$ cat src/rtl/barrier_ctrl.sv
// barrier_ctrl: counting barrier with abort, duplicate detection and sense-reversal release
// Ports:
//   clock, rst_n  - rising-edge clock, asynchronous active-low reset
//   arrive        - per-process barrier entry requests (held until acked)
//   abort         - cancels the current episode (ignored during release)
//   arrive_ack    - combinational per-process acceptance this cycle
//   waiting       - registered bitmap of processes arrived this episode
//   count         - registered popcount of waiting
//   sense         - registered release sense, toggles per completed episode
//   release_o     - registered one-cycle release pulse
//   aborted       - registered one-cycle pulse after an accepted abort
//   dup_err       - sticky flag: a process re-requested while already waiting
module barrier_ctrl #(
    parameter int NPROC = 4,
    parameter int CNT_W = 3
) (
    input  logic             clock,
    input  logic             rst_n,
    input  logic [NPROC-1:0] arrive,
    input  logic             abort,
    output logic [NPROC-1:0] arrive_ack,
    output logic [NPROC-1:0] waiting,
    output logic [CNT_W-1:0] count,
    output logic             sense,
    output logic             release_o,
    output logic             aborted,
    output logic             dup_err
);
    typedef enum logic [1:0] {IDLE, GATHER, RELEASE} state_t;
    state_t           state_q, state_d;
    logic [NPROC-1:0] waiting_q, waiting_d;
    logic [CNT_W-1:0] count_q, count_d, sum;
    logic             sense_q, sense_d;
    logic             release_q, release_d;
    logic             aborted_q, aborted_d;
    logic             dup_err_q, dup_err_d;
    always_comb begin
        arrive_ack = arrive & ~waiting_q & {NPROC{state_q != RELEASE && !abort}};
        sum = count_q;
        for (int i = 0; i < NPROC; i++) sum = sum + CNT_W'(arrive_ack[i]);
        state_d   = state_q;
        waiting_d = waiting_q;
        count_d   = count_q;
        sense_d   = sense_q;
        release_d = 1'b0;
        aborted_d = 1'b0;
        // waiting is all ones in RELEASE, so held arrives there are stalls, not duplicates
        dup_err_d = dup_err_q | (state_q != RELEASE && |(arrive & waiting_q));
        if (state_q == RELEASE) begin
            state_d   = IDLE;
            waiting_d = '0;
            count_d   = '0;
        end else if (abort) begin
            state_d   = IDLE;
            waiting_d = '0;
            count_d   = '0;
            aborted_d = 1'b1;
        end else if (sum == CNT_W'(NPROC)) begin
            state_d   = RELEASE;
            waiting_d = '1;
            count_d   = CNT_W'(NPROC);
            sense_d   = ~sense_q;
            release_d = 1'b1;
        end else begin
            waiting_d = waiting_q | arrive_ack;
            count_d   = sum;
            state_d   = (sum == '0) ? IDLE : GATHER;
        end
    end
    always_ff @(posedge clock or negedge rst_n) begin
        if (!rst_n) begin
            state_q   <= IDLE;
            waiting_q <= '0;
            count_q   <= '0;
            sense_q   <= 1'b0;
            release_q <= 1'b0;
            aborted_q <= 1'b0;
            dup_err_q <= 1'b0;
        end else begin
            state_q   <= state_d;
            waiting_q <= waiting_d;
            count_q   <= count_d;
            sense_q   <= sense_d;
            release_q <= release_d;
            aborted_q <= aborted_d;
            dup_err_q <= dup_err_d;
        end
    end
    assign waiting   = waiting_q;
    assign count     = count_q;
    assign sense     = sense_q;
    assign release_o = release_q;
    assign aborted   = aborted_q;
    assign dup_err   = dup_err_q;
endmodule

$ cat config.mk
export PLATFORM = sky130hd
export DESIGN_NAME = barrier_ctrl
export DESIGN_NICKNAME = d
export VERILOG_FILES = /design/src/rtl/barrier_ctrl.sv
export SDC_FILE = /design/constraint.sdc
export NUM_CORES = 1
export LEC_CHECK = 0
export CAP_MARGIN = 40
export CORE_MARGIN = 5
export CORE_UTILIZATION = 25
export DETAILED_ROUTE_END_ITERATION = 12
export PLACE_DENSITY = 0.53
export SETUP_SLACK_MARGIN = 0.02
export SYNTH_ARGS = -nofsm -noshare
export SYNTH_HDL_FRONTEND = slang
export SYNTH_SLANG_ARGS = --single-unit
$ cat constraint.sdc
create_clock -name clock -period 4 [get_ports clock]
set_clock_uncertainty 0.05 [all_clocks]
set_input_delay 0.8 -clock clock [delete_from_list [all_inputs] [get_ports clock]]
set_output_delay 0.8 -clock clock [all_outputs]
set_load 0.01 [all_outputs]
==> out/qor.yml <==
r2r-end: "sense$_DFFE_PN0P_"
tns_ns: 0
cts.clk_slew.worst_paths_ns: 0.07
synth_area_per_cell_um2: 13.2
max-slew-margin-rel_pct: 62.5
htree_levels: 1
rsz0062_at_grt: "false"
drt-initial-drc-count: 5
p_total_w: 0.000402
clock-sinks: 12
post-route-drc-count: 0
cts_tree: "done"
crit_type: "input port to flop"
io_buffers: 21
mostFrequentLayoutCells: "clkdlybuf4s50_1 (21), dfrtp_1 (12)"
drive_gt1_share_pct: 13.9
die_y_um: 58.7
die_x_um: 58.7
fin_crit_ns: 3.63
grt_pass1_vias: 477
synthCells: 45
post-dp-hpwl_um: 1070
cts_buffer_depth: 2
dr.pass1.iters: 2
start_util_pct: 26.5
cts_setup_buffers: 0
place_inst: 97
grt_pass1_wl_um: 2250
max_stage_delay_ns: 0.55
worstHoldStart: "sense$_DFFE_PN0P_"
synth-seq-cells: 12
wire_per_inst_um: 14.1
worst_path_most_repeated_cell: "fa_1"
r2r_start: "release_o$_DFF_PN0_"
coreArea_um2: 2230
cts-resized-gates: 0
worst_slew_pin_slew_ns: 0.560
yosysSeqAreaShare_pct: 50.7
cts_root_buf: "clkbuf_4"
start_kind: "input port"
min_to: "sense$_DFFE_PN0P_"
syn-num-nets: 55
leakagePower_nw: 0.369
grt_usage_pct: 9.08
hold_buffers: 0
route.antenna.remaining_nets: 0
reg2regPathDepth: 12
slowest_stage: "fa_1"
fillers: 240
ioPinCount: 22
vias: 446
grt_max_degree: 13
finalSetupViolCount: 0
cts_made_buffers: 3
status: "completed"
hold_viol: 0
insertedDiodeCount: 0
seq_area_um2: 300
via_per_inst: 4.46
cp_data_required_time_ns: 4.14
multi_input_area_um2: 280
row_count: 17
hold_class: "flop to flop"
finalWeightedCongestion: 0.747
vdd_drop_max_v: 0.000209
crit_path_max_fanout: 9
nNetsFinal: 84
syn_area_um2: 592
drv_slew: 0
yosysWarnings: 0
layoutNonFillerInstCount: 100
p_per_area_nw_per_um2: 454
dieArea_um2: 3440
maxCapViolations: 0
worstPathArrival_ns: 3.78
min_delay_path_depth: 1
crit_chain: "clkdlybuf4s50_1 > nor2_1 > buf_4 > nand3b_1 > fa_1 > inv_1 > fa_1 > fa_1 > xnor2_2 > buf_4 > nor4b_4 > xor2_1"
insertion_delay_ns: 0.27
fin_crit_sh_pct: 90.9
antenna_found_initial: 0
area.growth.synth_to_final_pct: 49.7
final_common_cell: "clkdlybuf4s50_1"
routed_wl_um: 1410
fmax_mhz: 275
cp-end-kind: "flop"
grt_overflow: 0
synth_cell_types: 19
worst-r2r-setup-slack_ns: 0.81
cell usage after synthesis (all sizes together):
library cell  number  area (um^2)
nor4b              1         23.8
nor2b              2         20.0
nand3b             3         22.5
nor3               1         5.00
inv                2         7.51
xor2               1         8.76
a22o               1         8.76
o21bai             1         7.51
o31a               4         35.0
fa                 3         60.1
and2               2         12.5
clkbuf             1         3.75
dfrtp             12          300
nor3b              4         30.0
or2                1         6.26
nor2               4         15.0
a221oi             1         8.76
xnor2              1         16.3
power by group:
part,internal (W),switching (W),total (W)
clock,0.0000348,0.0000399,0.0000747
sequential,0.000146,0.0000212,0.000167
combinational,0.0000917,0.0000682,0.000160
area by class of cell:
cell class / count / share of cell area (%)
inverters: 2 / 0.847
flip-flops and latches: 12 / 33.9
multi-input cells: 30 / 31.6
repair buffers: 25 / 27.1
clock buffers: 3 / 2.54
well taps: 28 / 3.95
metal layers:
metal / global-route usage [%] / up-vias / part of all wire, %
met5: 0 / - / 0
met4: 3.88 / 0 / 1.1
met3: 2.85 / 2 / 4.8
met2: 12.9 / 16 / 44
met1: 12.6 / 215 / 50
li1: - / 213 / -
stage by stage:
| step | worst slack, ns | utilization [%] | area [um^2] | hold slack (ns) |
|---|---|---|---|---|
| global route | 0.232 | 39.7 | 886 | 0.443 |
| global placement | 0.143 | 38.7 | 863 | 0.406 |
| detailed placement | 0.0606 | 38.7 | 863 | 0.405 |
| finish | 0.365 | 39.7 | 886 | 0.417 |
| CTS | 0.338 | 39.7 | 886 | 0.427 |
| floorplan | 0.575 | - | 592 | 0.454 |
kinds of logic after synthesis:
group / after synthesis / synth area share, %
and+or+nand+nor: 18 / 22.8
DFF: 12 / 50.7
AOI/OAI and AO/OA: 7 / 10.1
buffers and inverters: 3 / 1.90
adders and majority gates: 3 / 10.1
xor gates and xnor gates: 2 / 4.23
worst max-delay path: cells and delay by family:
kind,cells,cell delay (ns)
simple gates,3,0.49
xor+xnor,2,0.33
fa+ha+maj,3,1.38
buf+inv,4,0.78
state kept, by name, summed over array words and instances (netlist names):
register   cells
aborted        1
count          3
dup_err        1
release_o      1
sense          1
state_q        1
waiting        4
worst max path at each step:
stage	end	from	cells past startpoint	slack, ns
2_1_floorplan	waiting[0]$_DFF_PN0_	abort	9	0.57
3_3_place_gp	sense$_DFFE_PN0P_	abort	12	0.14
3_5_place_dp	sense$_DFFE_PN0P_	abort	12	0.06
4_1_cts	sense$_DFFE_PN0P_	abort	12	0.34
5_1_grt	sense$_DFFE_PN0P_	abort	12	0.23
6_report	sense$_DFFE_PN0P_	abort	12	0.37
No activity file was read; power rests on OpenSTA's default activity.
